## src/rtl/vgacpu_pkg.sv

```systemverilog
// Shared framebuffer geometry and pixel/address types.
// Also holds the write-arbiter FSM state encoding.
package vgacpu_pkg;

  localparam int FB_WIDTH  = 214;
  localparam int FB_HEIGHT = 160;
  localparam int FB_PIXELS = FB_WIDTH * FB_HEIGHT;

  typedef logic [15:0] fb_addr_t;
  typedef logic [2:0]  pixel_t;

  typedef enum logic {
    IDLE,
    CLEAR
  } arb_state_e;

endpackage

```

## src/rtl/fb_write_arbiter_if.sv

```systemverilog
// Valid/ready pixel write channel into the framebuffer arbiter.
// master = requester (CPU or rasterizer), slave = arbiter.
interface fb_write_arbiter_if #(
  parameter int A_WIDTH = 16,
  parameter int D_WIDTH = 3
);

  logic               valid;
  logic               ready;
  logic [A_WIDTH-1:0] addr;
  logic [D_WIDTH-1:0] pixel;

  modport master (
    output valid,
    output addr,
    output pixel,
    input  ready
  );

  modport slave (
    input  valid,
    input  addr,
    input  pixel,
    output ready
  );

endinterface

```

## src/rtl/fb_rr_arbiter2.sv

```systemverilog
// Two-requester round-robin grant with last-winner pointer.
// Bit 0 = CPU, bit 1 = rasterizer; pointer resets to "rast last".
module fb_rr_arbiter2 (
  input  logic       clk,
  input  logic       rst,
  input  logic       i_en,
  input  logic [1:0] i_req,
  output logic [1:0] o_gnt
);

  logic r_last_rast;

  always_comb begin
    o_gnt = 2'b00;
    if (i_en) begin
      if (i_req == 2'b11)
        o_gnt = r_last_rast ? 2'b01 : 2'b10;
      else
        o_gnt = i_req;
    end
  end

  always_ff @(posedge clk) begin
    if (rst)
      r_last_rast <= 1'b1;
    else if (|o_gnt)
      r_last_rast <= o_gnt[1];
  end

endmodule

```

## src/rtl/fb_write_arbiter.sv

```systemverilog
// Framebuffer write-port owner: CPU/rasterizer arbitration + clear sweep.
// Define VGACPU_FB_ARB_STATS_EN to add drop/clear statistics outputs.
module fb_write_arbiter #(
  parameter int FB_WIDTH  = vgacpu_pkg::FB_WIDTH,
  parameter int FB_HEIGHT = vgacpu_pkg::FB_HEIGHT,
  parameter int A_WIDTH   = 16,
  parameter int D_WIDTH   = 3
) (
  input  logic               clk,
  input  logic               rst,
  input  logic               i_clear_req,
  input  logic [D_WIDTH-1:0] i_clear_colour,
  output logic               o_clear_busy,
  fb_write_arbiter_if.slave  cpu_wr,
  fb_write_arbiter_if.slave  rast_wr,
`ifdef VGACPU_FB_ARB_STATS_EN
  output logic [15:0]        o_drop_count,
  output logic [7:0]         o_clear_count,
`endif
  output logic               o_fb_write_en,
  output logic [A_WIDTH-1:0] o_fb_write_addr,
  output logic [D_WIDTH-1:0] o_fb_write_pixel
);

  import vgacpu_pkg::*;

  localparam int PIXELS = FB_WIDTH * FB_HEIGHT;
  localparam logic [A_WIDTH-1:0] LAST = A_WIDTH'(PIXELS - 1);

  arb_state_e         r_state, w_state_nxt;
  logic [A_WIDTH-1:0] r_cnt, w_cnt_nxt;
  logic [D_WIDTH-1:0] r_colour, w_colour_nxt;
  logic               r_fb_en, w_fb_en_nxt;
  logic [A_WIDTH-1:0] r_fb_addr, w_fb_addr_nxt;
  logic [D_WIDTH-1:0] r_fb_pixel, w_fb_pixel_nxt;

  logic [1:0]         w_req, w_gnt;
  logic               w_arb_en;
  logic [A_WIDTH-1:0] w_sel_addr;
  logic [D_WIDTH-1:0] w_sel_pixel;
  logic               w_oor;
  logic               w_sweep_done;

  assign w_req    = {rast_wr.valid, cpu_wr.valid};
  assign w_arb_en = (r_state == IDLE) && !i_clear_req;

  fb_rr_arbiter2 u_arb (
    .clk   (clk),
    .rst   (rst),
    .i_en  (w_arb_en),
    .i_req (w_req),
    .o_gnt (w_gnt)
  );

  assign cpu_wr.ready  = w_gnt[0];
  assign rast_wr.ready = w_gnt[1];

  assign w_sel_addr   = w_gnt[1] ? rast_wr.addr  : cpu_wr.addr;
  assign w_sel_pixel  = w_gnt[1] ? rast_wr.pixel : cpu_wr.pixel;
  assign w_oor        = (|w_gnt) && (w_sel_addr > LAST);
  assign w_sweep_done = (r_state == CLEAR) && (r_cnt == LAST);

  always_comb begin
    w_state_nxt    = r_state;
    w_cnt_nxt      = r_cnt;
    w_colour_nxt   = r_colour;
    w_fb_en_nxt    = 1'b0;
    w_fb_addr_nxt  = r_fb_addr;
    w_fb_pixel_nxt = r_fb_pixel;
    unique case (r_state)
      IDLE: begin
        if (i_clear_req) begin
          w_state_nxt    = CLEAR;
          w_cnt_nxt      = '0;
          w_colour_nxt   = i_clear_colour;
          w_fb_en_nxt    = 1'b1;
          w_fb_addr_nxt  = '0;
          w_fb_pixel_nxt = i_clear_colour;
        end else if ((|w_gnt) && !w_oor) begin
          w_fb_en_nxt    = 1'b1;
          w_fb_addr_nxt  = w_sel_addr;
          w_fb_pixel_nxt = w_sel_pixel;
        end
      end
      CLEAR: begin
        if (w_sweep_done) begin
          w_state_nxt = IDLE;
        end else begin
          w_cnt_nxt      = r_cnt + 1'b1;
          w_fb_en_nxt    = 1'b1;
          w_fb_addr_nxt  = r_cnt + 1'b1;
          w_fb_pixel_nxt = r_colour;
        end
      end
      default: w_state_nxt = IDLE;
    endcase
  end

  always_ff @(posedge clk) begin
    if (rst) begin
      r_state    <= IDLE;
      r_cnt      <= '0;
      r_colour   <= '0;
      r_fb_en    <= 1'b0;
      r_fb_addr  <= '0;
      r_fb_pixel <= '0;
    end else begin
      r_state    <= w_state_nxt;
      r_cnt      <= w_cnt_nxt;
      r_colour   <= w_colour_nxt;
      r_fb_en    <= w_fb_en_nxt;
      r_fb_addr  <= w_fb_addr_nxt;
      r_fb_pixel <= w_fb_pixel_nxt;
    end
  end

  assign o_clear_busy     = (r_state == CLEAR);
  assign o_fb_write_en    = r_fb_en;
  assign o_fb_write_addr  = r_fb_addr;
  assign o_fb_write_pixel = r_fb_pixel;

`ifdef VGACPU_FB_ARB_STATS_EN
  logic [15:0] r_drop_count;
  logic [7:0]  r_clear_count;

  always_ff @(posedge clk) begin
    if (rst) begin
      r_drop_count  <= '0;
      r_clear_count <= '0;
    end else begin
      if (w_oor && (r_drop_count != 16'hFFFF))
        r_drop_count <= r_drop_count + 16'd1;
      if (w_sweep_done)
        r_clear_count <= r_clear_count + 8'd1;
    end
  end

  assign o_drop_count  = r_drop_count;
  assign o_clear_count = r_clear_count;
`endif

endmodule

```

## src/flat_wrapper.sv

```systemverilog
// flat-port wrapper written by rule: the top's interface ports become plain ports
module fb_write_arbiter_flat import vgacpu_pkg::*;
#(
  parameter int FB_WIDTH  = vgacpu_pkg::FB_WIDTH,
  parameter int FB_HEIGHT = vgacpu_pkg::FB_HEIGHT,
  parameter int A_WIDTH   = 16,
  parameter int D_WIDTH   = 3
)
  (clk, rst, i_clear_req, i_clear_colour, o_clear_busy, o_fb_write_en, o_fb_write_addr, o_fb_write_pixel, cpu_wr_valid, cpu_wr_addr, cpu_wr_pixel, cpu_wr_ready, rast_wr_valid, rast_wr_addr, rast_wr_pixel, rast_wr_ready);
  fb_write_arbiter_if #(.A_WIDTH(A_WIDTH), .D_WIDTH(D_WIDTH)) cpu_wr_i ();
  fb_write_arbiter_if #(.A_WIDTH(A_WIDTH), .D_WIDTH(D_WIDTH)) rast_wr_i ();
  input  logic clk;
  input  logic rst;
  input  logic i_clear_req;
  input  logic [D_WIDTH-1:0] i_clear_colour;
  output logic o_clear_busy;
  output logic o_fb_write_en;
  output logic [A_WIDTH-1:0] o_fb_write_addr;
  output logic [D_WIDTH-1:0] o_fb_write_pixel;
  input wire logic [$bits(cpu_wr_i.valid)-1:0] cpu_wr_valid;
  input wire logic [$bits(cpu_wr_i.addr)-1:0] cpu_wr_addr;
  input wire logic [$bits(cpu_wr_i.pixel)-1:0] cpu_wr_pixel;
  output wire logic [$bits(cpu_wr_i.ready)-1:0] cpu_wr_ready;
  input wire logic [$bits(rast_wr_i.valid)-1:0] rast_wr_valid;
  input wire logic [$bits(rast_wr_i.addr)-1:0] rast_wr_addr;
  input wire logic [$bits(rast_wr_i.pixel)-1:0] rast_wr_pixel;
  output wire logic [$bits(rast_wr_i.ready)-1:0] rast_wr_ready;
  assign cpu_wr_i.valid = cpu_wr_valid;
  assign cpu_wr_i.addr = cpu_wr_addr;
  assign cpu_wr_i.pixel = cpu_wr_pixel;
  assign cpu_wr_ready = cpu_wr_i.ready;
  assign rast_wr_i.valid = rast_wr_valid;
  assign rast_wr_i.addr = rast_wr_addr;
  assign rast_wr_i.pixel = rast_wr_pixel;
  assign rast_wr_ready = rast_wr_i.ready;
  fb_write_arbiter #(.FB_WIDTH(FB_WIDTH), .FB_HEIGHT(FB_HEIGHT), .A_WIDTH(A_WIDTH), .D_WIDTH(D_WIDTH)) u_core (.clk(clk), .rst(rst), .i_clear_req(i_clear_req), .i_clear_colour(i_clear_colour), .o_clear_busy(o_clear_busy), .cpu_wr(cpu_wr_i), .rast_wr(rast_wr_i), .o_fb_write_en(o_fb_write_en), .o_fb_write_addr(o_fb_write_addr), .o_fb_write_pixel(o_fb_write_pixel));
endmodule
```

## config.mk

```make
export PLATFORM = sky130hd
export DESIGN_NAME = fb_write_arbiter_flat
export DESIGN_NICKNAME = d
export VERILOG_FILES = /design/src/rtl/vgacpu_pkg.sv /design/src/rtl/fb_write_arbiter_if.sv /design/src/rtl/fb_rr_arbiter2.sv /design/src/rtl/fb_write_arbiter.sv /design/src/flat_wrapper.sv
export SDC_FILE = /design/constraint.sdc
export NUM_CORES = 1
export LEC_CHECK = 0
export CAP_MARGIN = 20
export CORE_UTILIZATION = 48
export CTS_CLUSTER_DIAMETER = 60
export DETAILED_ROUTE_END_ITERATION = 12
export PLACE_DENSITY = 0.76
export SYNTH_ARGS = -nofsm -noshare
export SYNTH_HDL_FRONTEND = slang
export SYNTH_SLANG_ARGS = --single-unit
```

## constraint.sdc

```tcl
create_clock -name clk -period 2.8 [get_ports clk]
set_input_delay 0.42 -clock clk [delete_from_list [all_inputs] [get_ports clk]]
set_output_delay 0.42 -clock clk [all_outputs]
set_load 0.02 [all_outputs]
```

; Yosys cells after proc, flatten, opt, wreduce, memory -nomap -nowiden
; Index checks and enable logic that the tools add are counted.
[totals]
regBits = 41
input_bits = 46
output_inout_bits = 23
wordCells = 46
[op_classes]
add_sub_neg = 1
n_lt_le_gt_ge = 1
eq_ne = 5
mux = 21
bitwise_logic = 1
n_reduce_logical = 10
[op_table]
columns = cell, n
row1 = $mux W16, 5
row2 = $pmux W16 S2, 2
row3 = $add A16 B1 Y16 const B, 1
row4 = $eq A16 B16 Y1 const B, 1
row5 = $gt A16 B16 Y1 const B, 1
row6 = $mux W3, 4
row7 = $mux W2, 3
row8 = $pmux W3 S2, 1
row9 = $reduce_and A2 Y1, 3
row10 = $logic_and A1 B1 Y1, 4
row11 = $mux W1, 4
row12 = $ne A2 B2 Y1 const B, 2
row13 = $pmux W1 S2, 2
row14 = $ne A3 B3 Y1 const B, 1
row15 = $eq A2 B2 Y1 const B, 1
row16 = $logic_not A1 Y1, 2
row17 = $reduce_or A2 Y1, 1
row18 = $not A1 Y1, 1

; Depth between registers and ports, before layout
; Gate-level depths: netlist (run 1).
[logic_depth]
word_depth = 11
ltp_mapped = 8
depth_no_buf = 6

; Cells and area by module
; A second synthesis (run 1) with hierarchy kept.
[hier_totals]
hier_cells = 302
hier_area_um2 = 2543.7
[by_module_without_submodules]
columns = module, n_inst, cells_per_inst, area_per_inst_um2, seq_area_each_um2
row1 = fb_write_arbiter, 1, 294, 2484.9, 800.8
row2 = fb_rr_arbiter2, 1, 8, 58.8, 20.0

; Worst setup path after synthesis (run 1)
; No wires, ideal clock.
[synth_path]
path_type = reg2reg
from = register u_core.r_cnt[6]
to = register u_core.r_fb_addr[10], in the netlist u_core.o_fb_write_addr[10]
setup_time_ps = 146
t_arrival_ps = 1832
required_time_ps = 2654
slack_ps = 822
stages_incl_launch_ff = 7
path_buffers = 1
period_less_slack_ps = 1978
cell_sequence = dfxtp_1 > or4b_4 > nor4_4 > a21oi_1 > buf_2 > nor3_1 > a211oi_2
[synth_via]
elab_chain_len = 4
word_cells_on_any_way = 7
classes_between = 1 x add/sub / 2 x eq/ne / 2 x mux / 2 x reduce/logical
[synth_lines]
columns = element, line_no
row1 = start: declaration, fb_write_arbiter.sv:31  ; logic [A_WIDTH-1:0] r_cnt, w_cnt_nxt;
row2 = start signal: assignment, fb_write_arbiter.sv:109  ; r_cnt <= w_cnt_nxt;
row3 = "parallel branches: the longest is 4 deep, another holds $add A16 B1 Y16", -
row4 = end signal: assignment, fb_write_arbiter.sv:112  ; r_fb_addr <= w_fb_addr_nxt;
row5 = end: declaration, fb_write_arbiter.sv:34  ; logic [A_WIDTH-1:0] r_fb_addr, w_fb_addr_nxt;
; Parallel ways; which one is timed is not known. The select of a mux whose other input is x is not followed.
; A chain may end at the register's enable or synchronous reset.

; Final worst setup path (run 1)
[layout_path]
from = input i_clear_req
to = output rast_wr_ready
[layout_via]
elab_chain_len = 3
[layout_lines]
columns = element, line_no
row1 = start: declaration, flat_wrapper.sv:14  ; input logic i_clear_req;
row2 = $logic_not A1 Y1, fb_write_arbiter.sv:45  ; assign w_arb_en = (r_state == IDLE) && !i_clear_req;
row3 = $logic_and A1 B1 Y1, fb_write_arbiter.sv:45
row4 = $mux W2, fb_rr_arbiter2.sv:15  ; if (i_en) begin
row5 = end: declaration, flat_wrapper.sv:27  ; output wire logic [$bits(rast_wr_i.ready)-1:0] rast_wr_ready;
; No other way between the ends.

==> impl_metrics.toml, run 1 <==
[die]
rows = 25
die_x_um = 73.57
start_util = 0.5104
die-area_um2 = 5413
io_pins = 69
die_h_um = 73.57
core_area_um2 = 4817

[timing]
fin_crit_ns = 2.475
rsz0062_at_grt = "false"
worst_pin_slew_ns = 0.5770
slew_violations = 0
max_freq_mhz = 404.1
final-setup-viol-count = 0
timing.final.crit_share = 0.8838
hold_ws_ns = 0.4578
finalClockSkew_ns = 0.004735
setup_tns_ns = 0
slew_headroom = 0.6118
hold_viol = 0

[worst_setup_path]
crit_type = "primary input to output port"
worstSetupEndpointType = "output port"
critPathMaxFanout = 4
cp.arrival_ns = 2.05
critPathSlowestCell = "clkdlybuf4s50_1"
rr_startpoint = "u_core.r_cnt[6]$_SDFFE_PP0P_"
path_common_cell = "clkdlybuf4s50_1"
cp-start-kind = "primary input"
required_ns = 2.38
crit_chain = "clkdlybuf4s50_1, or2_2, nor2_1, clkdlybuf4s50_1"
max_stage_delay_ns = 0.66
critPathLaunch = "i_clear_req"

[clock_network]
ctsHtreeMaxLevel = 2
cts_sinks = 41
numCtsBuffers = 5
cts_tree = "yes"
cts_setup_buffers = 0
clk_pin_slew_ns = 0.08
hold_buffers = 0
ctsResizeCount = 0
ctsRootBufferMaster = "clkbuf_8"
clock_latency_ns = 0.29
clock_path_buffers = 2

[finish]
insertedDiodeCount = 0
final_net_count = 435
seq_area_um2 = 820.8
area_delta_synth_final_pct = 33.28
final_cell_area_um2 = 3277
drive_gt1_frac = 0.09021
fill_cells = 452
multiInputGateArea_um2 = 1511

[pwr]
power_mw = 1.405
p_leak_nw = 1.210
ir_drop_v = 0.0002251
power_density_nw_per_um2 = 428.7

[global_routing]
grt_max_degree = 42
grt_pass1_wl_um = 11560
antenna_found_initial = 0
grt_usage = 0.2829
grt-ovfl-total = 0
grt_pass1_vias = 2363

[min_path]
hp-class = "register to register"
worstHoldStart = "u_core.r_colour[2]$_SDFFE_PP0P_"

[placed_design]
portBuffers = 68
hpwl_um = 5493
gp_congestion = 0.8789
dpl-instance-area_um2 = 3191

[logic_synthesis]
synth_seq_area_share = 0.3338
ys_seq_elements = 41
syn_avg_cell_area_um2 = 7.565
yosysUniqueCellTypes = 47
async_flop_share = 0
syn_inst = 325
synth_edf_count = 0
yosys_warnings = 0
ys.flop_type = "dfxtp_1"
syn_nets = 372
syn_area_um2 = 2459

[detailed_routing]
vias = 2665
post-route-drc-count = 0
wl_per_cell_um = 16.23
drt-initial-drc-count = 225
firstDrtPassIters = 7
ant_nets = 0
routed_wl_um = 7383
vias_per_cell = 5.857

[outcome]
outcome = "completed"

[flow_run]
drv_cap = 0
[worst max-delay path, delay by kind of cell]
family                 cells  cell delay [ns]
buffers and inverters      2             1.12
AND/OR/NAND/NOR            2             0.51
[state kept, by name, summed over array words and instances (netlist names)]
| signal | flops |
|---|---|
| u_core.o_fb_write_pixel | 3 |
| u_core.o_fb_write_addr | 16 |
| u_core.r_cnt | 16 |
| u_core.o_clear_busy | 1 |
| u_core.u_arb.r_last_rast | 1 |
| u_core.r_colour | 3 |
| u_core.o_fb_write_en | 1 |
[where the power goes]
part           switching (mW)  internal [mW]  leakage, nW  total, mW
Clock                   0.205          0.196       0.0443      0.401
Sequential             0.0217          0.614        0.336      0.636
Combinational           0.192          0.176        0.830      0.368
[placed cells by master, fill, tap and decap left out, drive strengths merged, types with 4 or more instances in the layout]
| cell | instances |
|---|---|
| dfxtp | 41 |
| nor3 | 33 |
| xor2 | 9 |
| and3 | 4 |
| o21ai | 10 |
| a211oi | 10 |
| nand4 | 6 |
| nand3b | 5 |
| a222oi | 4 |
| a21oi | 40 |
| clkbuf | 7 |
| buf | 11 |
| or3 | 4 |
| mux2i | 4 |
| clkdlybuf4s50 | 68 |
| nand3 | 8 |
| nand2 | 63 |
| xnor2 | 4 |
| nor2 | 21 |
[stage by stage]
step / util / cells / setup WS (ns)
finish: 0.6803 / 455 / 0.3254
global route: 0.6803 / 455 / 0.2450
CTS: 0.6803 / 455 / 0.3587
detailed placement: 0.6623 / 448 / 0.3032
global placement: 0.6623 / 448 / 0.2529
floorplan: - / 325 / 0.8217
[area by class of cell]
class | count | share of cell area
clock buffers | 7 | 0.02635
inverters | 3 | 0.003436
multi-input cells | 258 | 0.4612
flip-flops and latches | 41 | 0.2505
well taps | 67 | 0.02558
repair buffers | 79 | 0.2329
[kinds of logic after synthesis]
family                   share of synthesized area
AO/OA/AOI/OAI                               0.2326
XOR/XNOR                                   0.04631
adder cells (fa/ha/maj)                   0.005088
buffers and inverters                      0.05139
flip-flops                                  0.3338
multiplexers                               0.01629
AND/OR/NAND/NOR                             0.3145
[worst paths after layout]
path | end | slack [ns] | depth (start not counted)
max | rast_wr_ready | 0.33 | 4
min | u_core.r_colour[2]$_SDFFE_PP0P_ | 0.46 | 2
max reg2reg | u_core.o_fb_write_addr[2]$_SDFFE_PP0P_ | 0.60 | 5
min reg2reg | u_core.r_colour[2]$_SDFFE_PP0P_ | 0.46 | 2
[cell usage after synthesis (2+ instances only)]
master    instances  area (um^2)
xnor2_1           4        35.03
dfxtp_1          41        820.8
nand2b_1          2        12.51
and3_1            4        25.02
nand3_1           8        40.04
nor2_1           21        78.83
xor2_1            9        78.83
or4_1             3        22.52
a211oi_2         10        125.1
nand3b_1          5        37.54
a222oi_1          4        40.04
o21ai_0          10        50.05
clkbuf_1         14        52.55
and2_1            2        12.51
buf_6             3        33.78
or2_2             2        12.51
a21oi_1          40        200.2
nor4_1            2        12.51
buf_2             5        25.02
nand4_1           6        37.54
a31oi_1           2        12.51
mux2i_1           4        40.04
nand2_1          62        232.7
nor3_1           32        160.2
or3_1             4        25.02
o22ai_1           3        18.77
nor2b_1           2        12.51
inv_1             2        7.510
[metal layers]
layer / global-route usage / up-vias / part of all wire
met5: 0 / - / 0
met2: 0.4781 / 97 / 0.50
li1: - / 1293 / -
met4: 0.1154 / 0 / 0.023
met3: 0.04252 / 13 / 0.046
met1: 0.3593 / 1262 / 0.43
Note: power is estimated with default switching activity, not from simulation.
==> run 2: changes to the inputs <==
--- a/config.mk
+++ b/config.mk
@@ -6,10 +6,12 @@
 export NUM_CORES = 1
 export LEC_CHECK = 0
 export CAP_MARGIN = 20
-export CORE_UTILIZATION = 48
+export CORE_MARGIN = 10
+export CORE_UTILIZATION = 52
 export CTS_CLUSTER_DIAMETER = 60
 export DETAILED_ROUTE_END_ITERATION = 12
-export PLACE_DENSITY = 0.76
+export PLACE_DENSITY = 0.82
+export REMOVE_ABC_BUFFERS = 1
 export SYNTH_ARGS = -nofsm -noshare
 export SYNTH_HDL_FRONTEND = slang
 export SYNTH_SLANG_ARGS = --single-unit
==> constraint.sdc (replaced) <==
create_clock -name clk -period 2.9 [get_ports clk]
set_input_delay 0.435 -clock clk [delete_from_list [all_inputs] [get_ports clk]]
set_output_delay 0.435 -clock clk [all_outputs]
set_load 0.02 [all_outputs]
==> impl_metrics.toml, run 2 (synthesis gave the netlist of run 1 again) <==
[outcome]
outcome = "completed"

[min_path]
hp-class = "register to register"
min_path_cells = 2

[pwr]
power_mw = 1.388
power_density_nw_per_um2 = 426.5
ir_drop_v = 0.0002687
p_leak_nw = 1.205

[timing]
final-setup-viol-count = 0
worst_pin_slew_ns = 0.7984
rsz0062_at_grt = "false"
timing.final.crit_share = 0.9227
setup_tns_ns = 0
hold_viol = 0
max_freq_mhz = 373.7
slew_violations = 0
finalClockSkew_ns = 0.003395
fin_crit_ns = 2.676
slew_headroom = 0.4677

[clock_network]
numCtsBuffers = 5
clock_latency_ns = 0.29
clk_pin_slew_ns = 0.08
clock_path_buffers = 2
ctsHtreeMaxLevel = 2
cts_tree = "yes"
cts_setup_buffers = 0
ctsResizeCount = 0
ctsRootBufferMaster = "clkbuf_8"
cts_sinks = 41
hold_buffers = 0

[detailed_routing]
drt-initial-drc-count = 240
firstDrtPassIters = 7
ant_nets = 0
highest_layer = "met4"
post-route-drc-count = 0
wl_met1_um = 3213
vias = 2677
wl_per_cell_um = 18.01
routed_wl_um = 7889
route.met2.wl_um = 3436
met3_length_um = 1012
vias_per_cell = 6.112

[die]
die-area_um2 = 7878
die_x_um = 88.76
io_pins = 69
rows = 24
start_util = 0.5495
core_area_um2 = 4474
die_h_um = 88.76

[placed_design]
portBuffers = 68
hpwl_um = 5571
dpl-instance-area_um2 = 3153
gp_congestion = 0.9083

[finish]
final_cell_area_um2 = 3254
layout_common_cells = "clkdlybuf4s50_1, nand2_1, dfxtp_1, a21oi_1, nor3_1"
final_common_cell = "clkdlybuf4s50_1"
drive_gt1_frac = 0.09067
insertedDiodeCount = 0
utilization = 0.7273
area_delta_synth_final_pct = 32.37
final_net_count = 432

[worst_setup_path]
worstSetupEndpointType = "output port"
crit_type = "primary input to output port"
max_stage_delay_ns = 0.62
worstRegToRegCells = 5
cp.arrival_ns = 2.24
cp-start-kind = "primary input"
critPathMaxFanout = 5
path_delay_family = "buffers and inverters"
critPathBufInv = 3
cp.depth = 5
critPathSlowestCell = "clkdlybuf4s50_1"
required_ns = 2.47
path_common_cell = "clkdlybuf4s50_1"
crit_chain = "clkdlybuf4s50_1, nor2_1, nand3_1, inv_1, clkdlybuf4s50_1"

[flow_run]
drv_cap = 0

[global_routing]
grt_usage = 0.1965
grt_pass1_wl_um = 12300
antenna_found_initial = 0
grt_max_degree = 42
grt-ovfl-total = 0
grt_pass1_vias = 2573
==> run 2: cell type report <==
| type | count | area (um^2) |
|---|---|---|
| Fill cell | 371 | 1220 |
| Sequential cell | 41 | 820.8 |
| Tap cell | 52 | 65.06 |
| Multi-Input combinational cell | 258 | 1515 |
| Clock buffer | 7 | 96.34 |
| Timing Repair Buffer | 76 | 740.7 |
| Inverter | 3 | 11.26 |
| Clock inverter | 1 | 5.005 |
==> run 2: metal layers <==
layer / vias up / GRT usage
met4: 0 / 0.07783
met2: 151 / 0.3045
met1: 1215 / 0.2357
met3: 20 / 0.08180
li1: 1291 / -
met5: - / 0
==> run 2: report_power, final <==
group	leakage (nW)	internal, mW	switching (mW)
clock network	0.0542	0.215	0.201
registers	0.336	0.593	0.0213
logic	0.814	0.168	0.189
total	1.20	0.976	0.412
==> run 2: path summary, 6_finish.rpt <==
| check | start | to | slack, ns |
|---|---|---|---|
| max | i_clear_req | cpu_wr_ready | 0.22 |
| min | u_core.r_colour[0]$_SDFFE_PP0P_ | u_core.r_colour[0]$_SDFFE_PP0P_ | 0.46 |
| max reg2reg | u_core.r_cnt[6]$_SDFFE_PP0P_ | u_core.o_fb_write_addr[2]$_SDFFE_PP0P_ | 0.38 |
| min reg2reg | u_core.r_colour[0]$_SDFFE_PP0P_ | u_core.r_colour[0]$_SDFFE_PP0P_ | 0.46 |
==> run 2: worst register-to-register path: cells and delay by family (launching register included) <==
kind | cells | cell delay, ns
AO/OA/AOI/OAI | 2 | 0.67
flip-flops | 1 | 0.38
AND/OR/NAND/NOR | 3 | 1.38
==> run 2: metrics by stage <==
step,cells,hold slack [ns],worst slack [ns]
2_1_floorplan,302,0.4305,-0.1340
3_3_place_gp,430,0.4429,0.3104
3_5_place_dp,430,0.4479,0.2763
4_1_cts,438,0.4597,0.2700
5_1_grt,438,0.4745,0.1849
6_report,438,0.4590,0.2241
